===== src/rtl/axi_pkg.sv =====
`default_nettype none
// ============================================================================
//  Module      : axi_pkg
//  Description : Shared AXI read-side types and encodings. Provides the
//                arbiter state type and the fixed AR channel field values.
//  Revision    : 1.0 - initial release
// ============================================================================
package axi_pkg;

  typedef enum logic [1:0] {
    IDLE = 2'd0,
    ADDR = 2'd1,
    DATA = 2'd2
  } arb_state_t;

  localparam logic [1:0] AXI_BURST_INCR = 2'b01;
  localparam logic [2:0] AXI_SIZE_8B    = 3'b011;
  localparam logic [1:0] AXI_RESP_OKAY  = 2'b00;
  // Normal non-cacheable bufferable, unprivileged secure data access.
  localparam logic [3:0] AXI_CACHE_NCB  = 4'b0011;
  localparam logic [2:0] AXI_PROT_DATA  = 3'b000;

endpackage
`default_nettype wire


===== src/rtl/rr_arbiter2.sv =====
`default_nettype none
// ============================================================================
//  Module      : rr_arbiter2
//  Description : Two-way round-robin grant, purely combinational. When both
//                requesters are active the one that did not win last time
//                is granted; a lone requester always wins.
//  Ports       : req_i        - request vector
//                last_grant_i - index of the previous winner
//                gnt_o        - one-hot grant (zero when no request)
//                gnt_idx_o    - index of the granted requester
//  Revision    : 1.0 - initial release
// ============================================================================
module rr_arbiter2 (
  input  logic [1:0] req_i,
  input  logic       last_grant_i,
  output logic [1:0] gnt_o,
  output logic       gnt_idx_o
);

  always_comb begin
    gnt_idx_o = 1'b0;
    if (req_i == 2'b11) begin
      gnt_idx_o = ~last_grant_i;
    end else if (req_i[1]) begin
      gnt_idx_o = 1'b1;
    end
    gnt_o = 2'b00;
    if (|req_i) begin
      gnt_o = gnt_idx_o ? 2'b10 : 2'b01;
    end
  end

endmodule
`default_nettype wire


===== src/rtl/axi_read_arbiter.sv =====
`default_nettype none
// ============================================================================
//  Module      : axi_read_arbiter
//  Description : Shares one AXI read master between instruction fetch (0) and
//                data load (1). One INCR burst outstanding at a time; R beats
//                are routed combinationally to the owner, and burst length /
//                ID are checked against rlast / rid.
//  Ports       : clk, reset (sync, active-low)
//                req_valid/req_ready, req_addr0/1, req_len0/1 - request side
//                resp_valid/resp_ready, resp_data/last/err     - beat side
//                proto_err                                     - sticky error
//                m_axi_ar*, m_axi_r*                           - AXI read bus
//  Revision    : 1.0 - initial release
// ============================================================================
module axi_read_arbiter
  import axi_pkg::*;
#(
  parameter int ID_WIDTH   = 13,
  parameter int ADDR_WIDTH = 64,
  parameter int DATA_WIDTH = 64
) (
  input  logic                  clk,
  input  logic                  reset,
  input  logic [1:0]            req_valid,
  output logic [1:0]            req_ready,
  input  logic [ADDR_WIDTH-1:0] req_addr0,
  input  logic [ADDR_WIDTH-1:0] req_addr1,
  input  logic [7:0]            req_len0,
  input  logic [7:0]            req_len1,
  output logic [1:0]            resp_valid,
  input  logic [1:0]            resp_ready,
  output logic [DATA_WIDTH-1:0] resp_data,
  output logic                  resp_last,
  output logic                  resp_err,
  output logic                  proto_err,
  output logic [ID_WIDTH-1:0]   m_axi_arid,
  output logic [ADDR_WIDTH-1:0] m_axi_araddr,
  output logic [7:0]            m_axi_arlen,
  output logic [2:0]            m_axi_arsize,
  output logic [1:0]            m_axi_arburst,
  output logic                  m_axi_arlock,
  output logic [3:0]            m_axi_arcache,
  output logic [2:0]            m_axi_arprot,
  output logic                  m_axi_arvalid,
  input  logic                  m_axi_arready,
  input  logic [ID_WIDTH-1:0]   m_axi_rid,
  input  logic [DATA_WIDTH-1:0] m_axi_rdata,
  input  logic [1:0]            m_axi_rresp,
  input  logic                  m_axi_rlast,
  input  logic                  m_axi_rvalid,
  output logic                  m_axi_rready
);

  arb_state_t            state_q, state_d;
  logic [ADDR_WIDTH-1:0] addr_q, addr_d;
  logic [7:0]            len_q, len_d;
  logic                  owner_q, owner_d;
  logic                  last_grant_q, last_grant_d;
  logic [7:0]            beat_q, beat_d;
  logic                  proto_err_q, proto_err_d;

  logic [1:0]            w_gnt;
  logic                  w_gnt_idx;
  logic [ID_WIDTH-1:0]   w_owner_id;
  logic                  w_owner_ready;
  logic                  w_r_hs;
  logic                  w_unused_rresp0;

  rr_arbiter2 u_rr (
    .req_i        (req_valid),
    .last_grant_i (last_grant_q),
    .gnt_o        (w_gnt),
    .gnt_idx_o    (w_gnt_idx)
  );

  assign w_owner_id      = {{(ID_WIDTH-1){1'b0}}, owner_q};
  assign w_owner_ready   = owner_q ? resp_ready[1] : resp_ready[0];
  assign w_r_hs          = (state_q == DATA) && m_axi_rvalid && w_owner_ready;
  // Only the error bit of rresp is reported; EXOKAY is treated as success.
  assign w_unused_rresp0 = m_axi_rresp[0];

  // AR fields come straight from the latched request, so they are stable
  // for the whole ADDR phase regardless of arready timing.
  assign m_axi_arid    = w_owner_id;
  assign m_axi_araddr  = addr_q;
  assign m_axi_arlen   = len_q;
  assign m_axi_arsize  = AXI_SIZE_8B;
  assign m_axi_arburst = AXI_BURST_INCR;
  assign m_axi_arlock  = 1'b0;
  assign m_axi_arcache = AXI_CACHE_NCB;
  assign m_axi_arprot  = AXI_PROT_DATA;

  // Beat payload is shared; resp_valid alone says who it belongs to.
  assign resp_data = m_axi_rdata;
  assign resp_last = m_axi_rlast;
  assign resp_err  = m_axi_rresp[1];
  assign proto_err = proto_err_q;

  always_comb begin
    state_d       = state_q;
    addr_d        = addr_q;
    len_d         = len_q;
    owner_d       = owner_q;
    last_grant_d  = last_grant_q;
    beat_d        = beat_q;
    proto_err_d   = proto_err_q;
    req_ready     = 2'b00;
    m_axi_arvalid = 1'b0;
    m_axi_rready  = 1'b0;
    resp_valid    = 2'b00;

    case (state_q)
      IDLE: begin
        if (|req_valid) begin
          req_ready = w_gnt;
          owner_d   = w_gnt_idx;
          addr_d    = w_gnt_idx ? req_addr1 : req_addr0;
          len_d     = w_gnt_idx ? req_len1  : req_len0;
          state_d   = ADDR;
        end
      end

      ADDR: begin
        m_axi_arvalid = 1'b1;
        if (m_axi_arready) begin
          beat_d  = 8'd0;
          state_d = DATA;
        end
      end

      DATA: begin
        resp_valid   = owner_q ? {m_axi_rvalid, 1'b0} : {1'b0, m_axi_rvalid};
        m_axi_rready = w_owner_ready;
        if (w_r_hs) begin
          // Saturate rather than wrap if a slave overruns a 256-beat burst.
          if (beat_q != 8'hFF) begin
            beat_d = beat_q + 8'd1;
          end
          if ((m_axi_rlast && (beat_q != len_q)) ||
              (!m_axi_rlast && (beat_q == len_q)) ||
              (m_axi_rid != w_owner_id)) begin
            proto_err_d = 1'b1;
          end
          if (m_axi_rlast) begin
            last_grant_d = owner_q;
            state_d      = IDLE;
          end
        end
      end

      default: state_d = IDLE;
    endcase
  end

  always_ff @(posedge clk) begin
    if (!reset) begin
      state_q      <= IDLE;
      addr_q       <= '0;
      len_q        <= 8'd0;
      owner_q      <= 1'b0;
      last_grant_q <= 1'b1;
      beat_q       <= 8'd0;
      proto_err_q  <= 1'b0;
    end else begin
      state_q      <= state_d;
      addr_q       <= addr_d;
      len_q        <= len_d;
      owner_q      <= owner_d;
      last_grant_q <= last_grant_d;
      beat_q       <= beat_d;
      proto_err_q  <= proto_err_d;
    end
  end

endmodule
`default_nettype wire


===== config.mk =====
export PLATFORM = sky130hd
export DESIGN_NAME = axi_read_arbiter
export DESIGN_NICKNAME = d
export VERILOG_FILES = /design/src/rtl/axi_pkg.sv /design/src/rtl/rr_arbiter2.sv /design/src/rtl/axi_read_arbiter.sv
export SDC_FILE = /design/constraint.sdc
export NUM_CORES = 1
export LEC_CHECK = 0
export ABC_AREA = 1
export CAP_MARGIN = 20
export CORE_AREA = 4 4 154 156
export CTS_BUF_LIST = sky130_fd_sc_hd__clkbuf_8
export DETAILED_ROUTE_END_ITERATION = 10
export DIE_AREA = 0 0 158 160
export DONT_BUFFER_PORTS = 1
export MAX_ROUTING_LAYER = met4
export PLACE_DENSITY = 0.33
export SLEW_MARGIN = 5
export SYNTH_ARGS = -nofsm -noshare
export SYNTH_HDL_FRONTEND = slang
export SYNTH_HIERARCHICAL = 1
export SYNTH_SLANG_ARGS = --single-unit

===== constraint.sdc =====
create_clock -name clk -period 1.7 [get_ports clk]
set_clock_uncertainty 0.05 [all_clocks]
set_input_delay 0.34 -clock clk [delete_from_list [all_inputs] [get_ports clk]]
set_output_delay 0.34 -clock clk [all_outputs]
set_load 0.05 [all_outputs]

==> impl_metrics.csv, run 1 <==
group,metric,value,unit
critical_path,critical_path.max_stage_delay,330,ps
sta,setup_tns,0,ps
place,place_hpwl,10.32,mm
detailed_routing,totalWireLength,14.06,mm
global_routing,grt_pass1_vias,3878,
finish,syn2layout_area_growth,4.396,%
critical_path,arrival,1240,ps
yosys,synth_flop_cell,"dfxtp_1",
die,ios,403,
critical_path,cp-end-kind,"output port",
yosys,avgSynthCellArea,6.740,sq um
global_routing,grt_pass1_wl,20.90,mm
yosys,synth.top_cells.by_area,"dfxtp_1, a21oi_1, buf_4",
die,die_h,160,um
sta,worstMarginPinSlew,598.8,ps
detailed_routing,dr.pass1.iters,4,
detailed_routing,vias_per_cell,4.280,
yosys,yosysTopAreaCell,"dfxtp_1",
sta,slew_headroom,60.02,%
global_routing,grt.overflow.total,0,
detailed_routing,drtIter0Drc,146,
global_routing,antenna_found_initial,0,
yosys,ys_warn_count,6,
place,place_area,4837,sq um
pwr,leakagePower,0.002303,uW
pwr,power_frac_seq,50.7,%
sta,finalSetupViolCount,0,
die,die_area,25280,sq um
sta,rsz0062_at_grt,"true",
die,core-area,22370,sq um
finish,fill_cells,2535,
detailed_routing,wire_per_inst,14.60,um
critical_path,cp_top_family,"buffers and inverters",
pwr,internal-power,3622,uW
die,fp.dieW,158,um
finish,num_antenna_cells,0,
yosys,yosysUniqueCellTypes,32,
pwr,p_per_area,1166,nW/um^2
run_status,status,"finished, final reports clean",
finish,regArea,1712,sq um
pwr,sw_frac_of_total,40.26,%
sta,fmax,614.5,MHz
pwr,p_comb_share,19.7,%
detailed_routing,drc,0,
global_routing,top_usage_layer,"met2",
global_routing,grt_max_degree,79,
yosys,syn-cell-area,4981,sq um
yosys,ys_seq_elements,85,
clocking,cts_num_sinks,85,
finish,final_net_count,907,
sta,hold_violations,0,
pwr,switchingPower,2441,uW
clocking,htree_levels,3,
yosys,yosys.area.top_type_share,34.16,%
finish,postLayoutCellArea,5200,sq um
clocking,cts.clk_slew.worst_paths,90,ps
critical_path,path_cells,"inv_2, nand2_4, buf_4, nor2_2, buf_6",
clocking,clockRootBuffer,"clkbuf_8",
pwr,pwr-share-clk,29.6,%
worst_hold_path,holdCritPathClass,"in -> reg",
yosys,ys_top_cells_by_count,"a21oi_1, nor2_1, buf_4, inv_1, dfxtp_1",
pwr,irDropWorstVdd,0.3931,mV
place,globalplace.congestion,0.7696,
clocking,clk_latency,360,ps
clocking,cts_tree,"yes",
clocking,clock_path_buffers,2,
yosys,synth-async-reset-ratio,0,%
die,start_util,22.27,%
clocking,cts_made_buffers,9,
place,port_buffers,0,
yosys,ys_seq_area_share,34.16,%
critical_path,worstSetupStartpointType,"register",
detailed_routing,postRouteAntennaNets,0,
global_routing,use_met3,4.119,%
detailed_routing,num_vias,4122,
critical_path,critPathKind,"reg -> out",
sta,fin_crit,1627,ps
yosys,synth_edf_count,0,
finish,multi_input_area,2170,sq um
yosys,yosysMostFrequentCell,"a21oi_1",
global_routing,track_usage,10.69,%
critical_path,worstPathRequired,1310,ps
yosys,synthCells,739,
finish,drive_gt1_share,11.95,%
job,maxCapViolations,0,
sta,drv_slew,0,
critical_path,critical_path.slowest_cell,"dfxtp_2",
die,row_count,55,
critical_path,critPathBufInv,3,
global_routing,use_met1,12.53,%
global_routing,grt_util_met2,17.12,%
sta,period_share,95.73,%
critical_path,path_max_fanout,4,
## final cells by class
| class | instances | area share, % |
|---|---|---|
| clock inverters | 5 | 2.045 |
| multi-input cells | 445 | 41.72 |
| inverters | 99 | 7.291 |
| repair buffers | 34 | 6.521 |
| clock buffers | 10 | 2.647 |
| flip-flops and latches | 85 | 32.92 |
| well taps | 285 | 6.858 |
## placed cells by master, fill, tap and decap left out, types with 6 or more instances in the layout
| cell type | instances |
|---|---|
| a21oi_1 | 154 |
| buf_4 | 23 |
| clkbuf_8 | 10 |
| conb_1 | 25 |
| dfxtp_1 | 79 |
| inv_1 | 94 |
| nand2_1 | 57 |
| nand3_1 | 8 |
| nor2_1 | 93 |
| o21ai_0 | 64 |
| o21ai_1 | 11 |
| xnor2_1 | 6 |
## cells by family (layout without fill, tap and decap cells)
| kind of cell | Yosys count | in the layout | synth area share (%) |
|---|---|---|---|
| buf+inv | 232 | 148 | 24.94 |
| simple gates | 178 | 178 | 15.37 |
| other cells | 2 | 25 | 0.1508 |
| fa+ha+maj | 1 | 1 | 0.2512 |
| flops | 85 | 85 | 34.16 |
| compound gates | 234 | 234 | 23.89 |
| xor+xnor | 7 | 7 | 1.231 |
## per-layer routing
metal	vias up	routed length [um]
met4	0	168
met5	-	0
met2	201	6655
li1	2113	-
met3	15	1202
met1	1793	6033
## state kept, by name (all words and copies together) (netlist names)
name          count
m_axi_araddr     64
proto_err         1
state_q           2
last_grant_q      1
owner_q           1
beat_q            8
m_axi_arlen       8
## worst register-to-register path, cell delays in order, from the launching register on
cell and delay, ps:
dfxtp_2 330, inv_2 60, nand2_4 80, buf_4 150, buf_4 130, nor2_4 90, nand3_4 110, nand2_2 90
nand2_4 60, nor2_8 150, nand2_1 80, a21oi_2 110
## final timing paths
kind / slack, ps / cells after the start / to / from
worst max register to register: 140 / 11 / beat_q[6] / state_q[0]
worst max-delay path: 70 / 5 / resp_valid[1] / state_q[0]
worst min-delay path: 60 / 2 / m_axi_araddr[35] / reset
worst min register to register: 450 / 2 / beat_q[0] / beat_q[0]
## power by group through the flow
stage	combinational (uW)	sequential, uW	clock (uW)
after floorplan	1310	3150	0
after global placement	1160	3130	0
after detailed placement	1180	3120	0
after CTS	1200	3080	1920
after global routing	1340	3110	1970
final	1200	3070	1790
## stage by stage
| step | total power (uW) | utilization [%] | setup WS [ps] | hold WS, ps | instances |
|---|---|---|---|---|---|
| 2_1_floorplan | 4461 | - | 10.56 | 420.6 | 762 |
| 3_3_place_gp | 4292 | 21.63 | 131.5 | 400.9 | 941 |
| 3_5_place_dp | 4299 | 21.63 | 138.2 | 403.9 | 941 |
| 4_1_cts | 6206 | 23.02 | 2.580 | 8.848 | 961 |
| 5_1_grt | 6423 | 23.25 | -13.86 | 17.20 | 963 |
| 6_report | 6063 | 23.25 | 72.62 | 60.67 | 963 |
## repair_timing
| item | in CTS | in global routing |
|---|---|---|
| buffers inserted | 4 | 2 |
| endpoints found under the hold margin | 1 | 0 |
| gates resized for setup | 12 | 12 |
| hold buffers | 1 | 0 |
| pin swaps | 1 | 0 |
| setup endpoints to repair | 5 | 12 |
Note: power is estimated with default switching activity, not from simulation.
==> run 2, diff against run 1 <==
Settings changed: CORE_AREA 4 4 154 156 to 4 4 155 157, DIE_AREA 0 0 158 160 to 0 0 159 161, PLACE_DENSITY 0.33 to 0.31, SYNTH_HIERARCHICAL 1 to unset.
==> run 2 against run 1 <==
Compared with the run above:
- utilization down 1.5 points
- first-iteration DRC count is 57% higher
- sequential power shrank 8.5%
- largest cell class unchanged
- register-to-register slack about the same
- critical endpoint is now req_ready[0]
- count of clock-buffer cells in the layout unchanged
- the flow now finishes with violations (setup timing)
- highest routed layer unchanged
==> impl_metrics.csv, run 2 <==
group,metric,value,unit
yosys,synthCells,636,
clocking,cts_made_buffers,9,
place,port_buffers,0,
sta,finalSetupViolCount,1,
yosys,ys_seq_elements,85,
yosys,synth.top_cells.by_area,"dfxtp_1, nand2_1, buf_4",
clocking,cts_tree,"yes",
sta,fin_crit,1712,ps
finish,fill_cells,2532,
critical_path,worstPathRequired,1310,ps
die,ios,403,
clocking,cts.clk_slew.worst_paths,90,ps
critical_path,arrival,1320,ps
yosys,yosysMostFrequentCell,"nand2_1",
global_routing,grt.overflow.total,0,
sta,fmax,584.1,MHz
yosys,synth_flop_cell,"dfxtp_1",
die,start_util,19.98,%
yosys,yosysUniqueCellTypes,26,
detailed_routing,num_vias,3816,
yosys,synth-async-reset-ratio,0,%
finish,largest_register_ffs,64,
pwr,irDropWorstVdd,0.3057,mV
pwr,p_per_area,1162,nW/um^2
yosys,yosysTopAreaCell,"dfxtp_1",
job,maxCapViolations,0,
die,core-area,22500,sq um
run_status,violations,"setup timing",
finish,final_common_cell,"nand2_1",
global_routing,antenna_found_initial,0,
sta,setup_tns,-12.15,ps
finish,final_net_count,828,
pwr,leakagePower,0.001875,uW
run_status,status,"finished, violations left",
global_routing,grt_max_degree,42,
sta,layout_setup_ws,-12.15,ps
die,row_count,55,
finish,drive_gt1_share,14.00,%
place,pre_cts_slack,42.23,ps
die,die_h,161,um
critical_path,path_max_fanout,6,
sta,slew_headroom,61.90,%
sta,hold_violations,0,
sta,whs,55.74,ps
die,fp.dieW,159,um
clocking,clock_path_buffers,2,
worst_hold_path,holdCritPathClass,"in -> reg",
critical_path,critPathKind,"reg -> out",
yosys,syn-cell-area,4496,sq um
finish,regArea,1705,sq um
sta,worstMarginPinSlew,570.7,ps
finish,final_cell_mix,"nand2_1, dfxtp_1, a31oi_1",
finish,multi_input_area,1947,sq um
global_routing,grt_pass1_wl,22.95,mm
clocking,clk_latency,360,ps
detailed_routing,drc,0,
detailed_routing,totalWireLength,15.18,mm
finish,utilization,21.73,%
finish,syn2layout_area_growth,8.795,%
detailed_routing,vias_per_cell,4.312,
place,globalplace.congestion,0.7758,
yosys,synth_edf_count,0,
clocking,cts_num_sinks,85,
detailed_routing,postRouteAntennaNets,0,
detailed_routing,wire_per_inst,17.15,um
sta,rsz0062_at_grt,"true",
yosys,avgSynthCellArea,7.068,sq um
clocking,htree_levels,3,
yosys,ys_warn_count,0,
yosys,ys_top_cells_by_count,"nand2_1, buf_4, dfxtp_1",
yosys,ys_seq_area_share,37.85,%
clocking,clockRootBuffer,"clkbuf_8",
place,place_hpwl,10.48,mm
critical_path,r2r_slack,130,ps
global_routing,grt_pass1_vias,3901,
sta,period_share,100.7,%
critical_path,cp-end-kind,"output port",
global_routing,track_usage,11.80,%
die,die_area,25600,sq um
critical_path,worstSetupStartpointType,"register",
detailed_routing,drtIter0Drc,229,
finish,num_antenna_cells,0,
yosys,yosys.area.top_type_share,37.85,%
detailed_routing,dr.pass1.iters,5,
sta,drv_slew,0,
## run 2: routing by layer
layer / wire length, um / GRT usage [%] / vias up
li1: - / - / 1843
met1: 6301 / 14.11 / 1728
met2: 7212 / 18.52 / 228
met3: 1453 / 4.465 / 17
met4: 213 / 3.669 / 0
met5: 0 / - / -
## run 2: final cells by class
type                            instances  area share [%]
Clock buffer                           10           2.814
Clock inverter                          6           1.740
Inverter                               30           2.302
Multi-Input combinational cell        420           39.81
Sequential cell                        85           34.87
Tap cell                              285           7.291
Timing Repair Buffer                   49           11.18
## run 2: stage by stage
step | cells | total power (uW) | area [sq um]
after floorplan | 659 | 4049 | 4592
after global placement | 856 | 3876 | 4369
after detailed placement | 856 | 3870 | 4369
after CTS | 884 | 5789 | 4855
after global routing | 885 | 6008 | 4891
final | 885 | 5682 | 4891
## run 2: final timing paths
path | startpoint | to | cells after the start
setup / recovery | state_q[0] | req_ready[0] | 4
hold / removal | reset | beat_q[4] | 2
setup reg to reg | state_q[0] | m_axi_araddr[6] | 7
hold reg to reg | last_grant_q | last_grant_q | 2
## run 2: cell families (layout without fill, tap and decap cells)
kind of cell,after synthesis,after routing,synth area share (%)
other,2,25,0.1671
xor gates and xnor gates,6,6,1.169
adders and majority gates,1,1,0.2783
and+or+nand+nor,296,296,25.10
AOI/OAI and AO/OA,92,92,13.30
buffers and inverters,154,95,22.13
DFF,85,85,37.85
## run 2: timing repair
action | CTS | global route
setup endpoints to repair | 5 | 36
setup buffers | 7 | 1
hold buffers | 1 | 0
gates resized for setup | 13 | 12
pin swaps | 4 | 2
gates cloned | 5 | 0
hold endpoints to repair | 2 | 0
## run 2: report_power, final
group	internal, uW	switching [uW]	leakage (uW)	total [uW]
clock network	867	816	0.000114	1680
registers	2170	639	0.000700	2810
logic	421	768	0.00106	1190
## run 2: critical path, cell delays in order, from the launching register on
cell and delay (ps):
dfxtp_2 350, nor2_4 120, o21ai_4 90, a21oi_4 200
buf_12 200
==> run 3, diff against run 2 <==
Settings changed: CORE_AREA 4 4 155 157 to 2 2 156 158, DIE_AREA 0 0 159 161 to 0 0 158 160, PLACE_DENSITY 0.31 to 0.3.
==> run 3 against run 2 <==
Compared with the run above:
- the run still ends with setup timing left
- die area decreased by 1.2%
- wire length up 8.7%
- via count rose by 4.8%
- global-route usage grew 0.45 points
- register-to-register slack worse by 170 ps
- critical endpoint unchanged
- highest routed layer unchanged
==> impl_metrics.csv, run 3 (same netlist as run 2, synthesis figures left out) <==
group,metric,value,unit
die,row_count,57,
sta,worstMarginPinSlew,636.2,ps
sta,hold_violations,0,
pwr,irDropWorstVdd,0.3644,mV
sta,slew_headroom,57.53,%
global_routing,grt_pass1_vias,3935,
place,pre_cts_slack,-50.95,ps
run_status,status,"finished, violations left",
finish,final_cell_mix,"nand2_1, dfxtp_1, a31oi_1",
finish,final_common_cell,"nand2_1",
clocking,clock_path_buffers,2,
sta,finalSetupViolCount,7,
die,die_h,160,um
clocking,htree_levels,3,
finish,multi_input_area,2008,sq um
critical_path,path_max_fanout,6,
sta,fmax,553.7,MHz
sta,whs,30.76,ps
global_routing,antenna_found_initial,1,
worst_hold_path,holdCritPathClass,"in -> reg",
global_routing,grt_pass1_wl,22.38,mm
clocking,cts_made_buffers,9,
critical_path,critPathKind,"reg -> out",
pwr,finalPower,5628,uW
place,globalplace.congestion,0.7723,
clocking,clk_latency,370,ps
detailed_routing,drtIter0Drc,178,
sta,layout_setup_ws,-105.9,ps
critical_path,cp-end-kind,"output port",
die,die_area,25280,sq um
clocking,cts_num_sinks,85,
die,start_util,18.87,%
clocking,cts_tree,"yes",
detailed_routing,postRouteAntennaNets,0,
job,maxCapViolations,0,
clocking,clockRootBuffer,"clkbuf_8",
finish,fill_cells,2661,
run_status,violations,"setup timing",
place,port_buffers,0,
pwr,p_per_area,1083,nW/um^2
detailed_routing,vias_per_cell,4.258,
detailed_routing,num_vias,3998,
sta,fin_crit,1806,ps
finish,utilization,21.81,%
global_routing,grt_max_degree,47,
clocking,ctsHoldBuffers,0,
pwr,leakagePower,0.001975,uW
detailed_routing,dr.pass1.iters,6,
die,core-area,23820,sq um
sta,period_share,106.2,%
finish,drive_gt1_share,18.08,%
critical_path,worstSetupStartpointType,"register",
sta,drv_slew,0,
critical_path,worstPathRequired,1310,ps
detailed_routing,totalWireLength,16.50,mm
die,ios,403,
detailed_routing,drc,0,
place,place_hpwl,10.37,mm
sta,rsz0062_at_grt,"true",
global_routing,track_usage,12.24,%
die,fp.dieW,158,um
global_routing,grt.overflow.total,0,
detailed_routing,wire_per_inst,17.57,um
finish,regArea,1708,sq um
critical_path,arrival,1420,ps
finish,syn2layout_area_growth,15.56,%
finish,final_net_count,843,
finish,largest_register_ffs,64,
clocking,cts.clk_slew.worst_paths,90,ps
[run 3: cell count changes in the layout (fill, tap and decap cells not counted), sizes merged]
cell / before / now
buf: 43 / 58
clkbuf: 10 / 13
dlygate4sd3: 1 / 0
bufinv: 2 / 1
diode: 0 / 1
bufbuf: 5 / 2
inv: 32 / 31
clkinv: 1 / 3
[run 3: where the power goes]
part	leakage (uW)	total [uW]	internal [uW]	switching [uW]
Clock	0.0000961	1460	660	797
Combinational	0.00118	1370	510	862
Sequential	0.000701	2800	2170	628
Total	0.00198	5630	3340	2290
[run 3: repair_timing]
item	in CTS	in global routing
gates cloned	5	5
pin swaps	3	10
endpoints found under the setup margin	12	84
setup buffers	7	7
gates resized for setup	18	41
[run 3: area by class of cell]
cell class | instances | share of cell area [%]
clock buffers | 9 | 2.384
flip-flops and latches | 85 | 32.88
well taps | 324 | 7.803
repair buffers | 64 | 14.93
clock inverters | 6 | 1.084
inverters | 30 | 2.216
multi-input cells | 420 | 38.66
diodes | 1 | 0.04817
[run 3: final timing paths]
| path | from | to | slack, ps | cells after the start |
|---|---|---|---|---|
| max reg2reg | state_q[1] | m_axi_araddr[11] | -40 | 10 |
| min | reset | last_grant_q | 30 | 1 |
| max | state_q[1] | req_ready[0] | -110 | 5 |
| min reg2reg | m_axi_araddr[14] | m_axi_araddr[14] | 460 | 2 |
[run 3: routing by layer]
metal  part of all wire [%]  up-vias  track usage, %
li1                       -     1874               -
met1                     40     1842           13.60
met3                    9.5       28           4.640
met4                    1.4        0           3.890
met5                      0        -               -
met2                     49      254           20.20
[run 3: through the flow]
stage | TNS (ps) | std cells | cell area [sq um]
2_1_floorplan | -11.17 | 659 | 4592
3_3_place_gp | -124.6 | 900 | 4468
6_report | -339.8 | 939 | 5195
4_1_cts | -869.6 | 927 | 4928
5_1_grt | -1001 | 939 | 5195
3_5_place_dp | -194.6 | 900 | 4468
[run 3: critical path, stage by stage (launching register included)]
cell and delay [ps]:
dfxtp_2 340, buf_6 120, nor2_4 110, o21ai_4 90, a21oi_4 180, buf_12 200
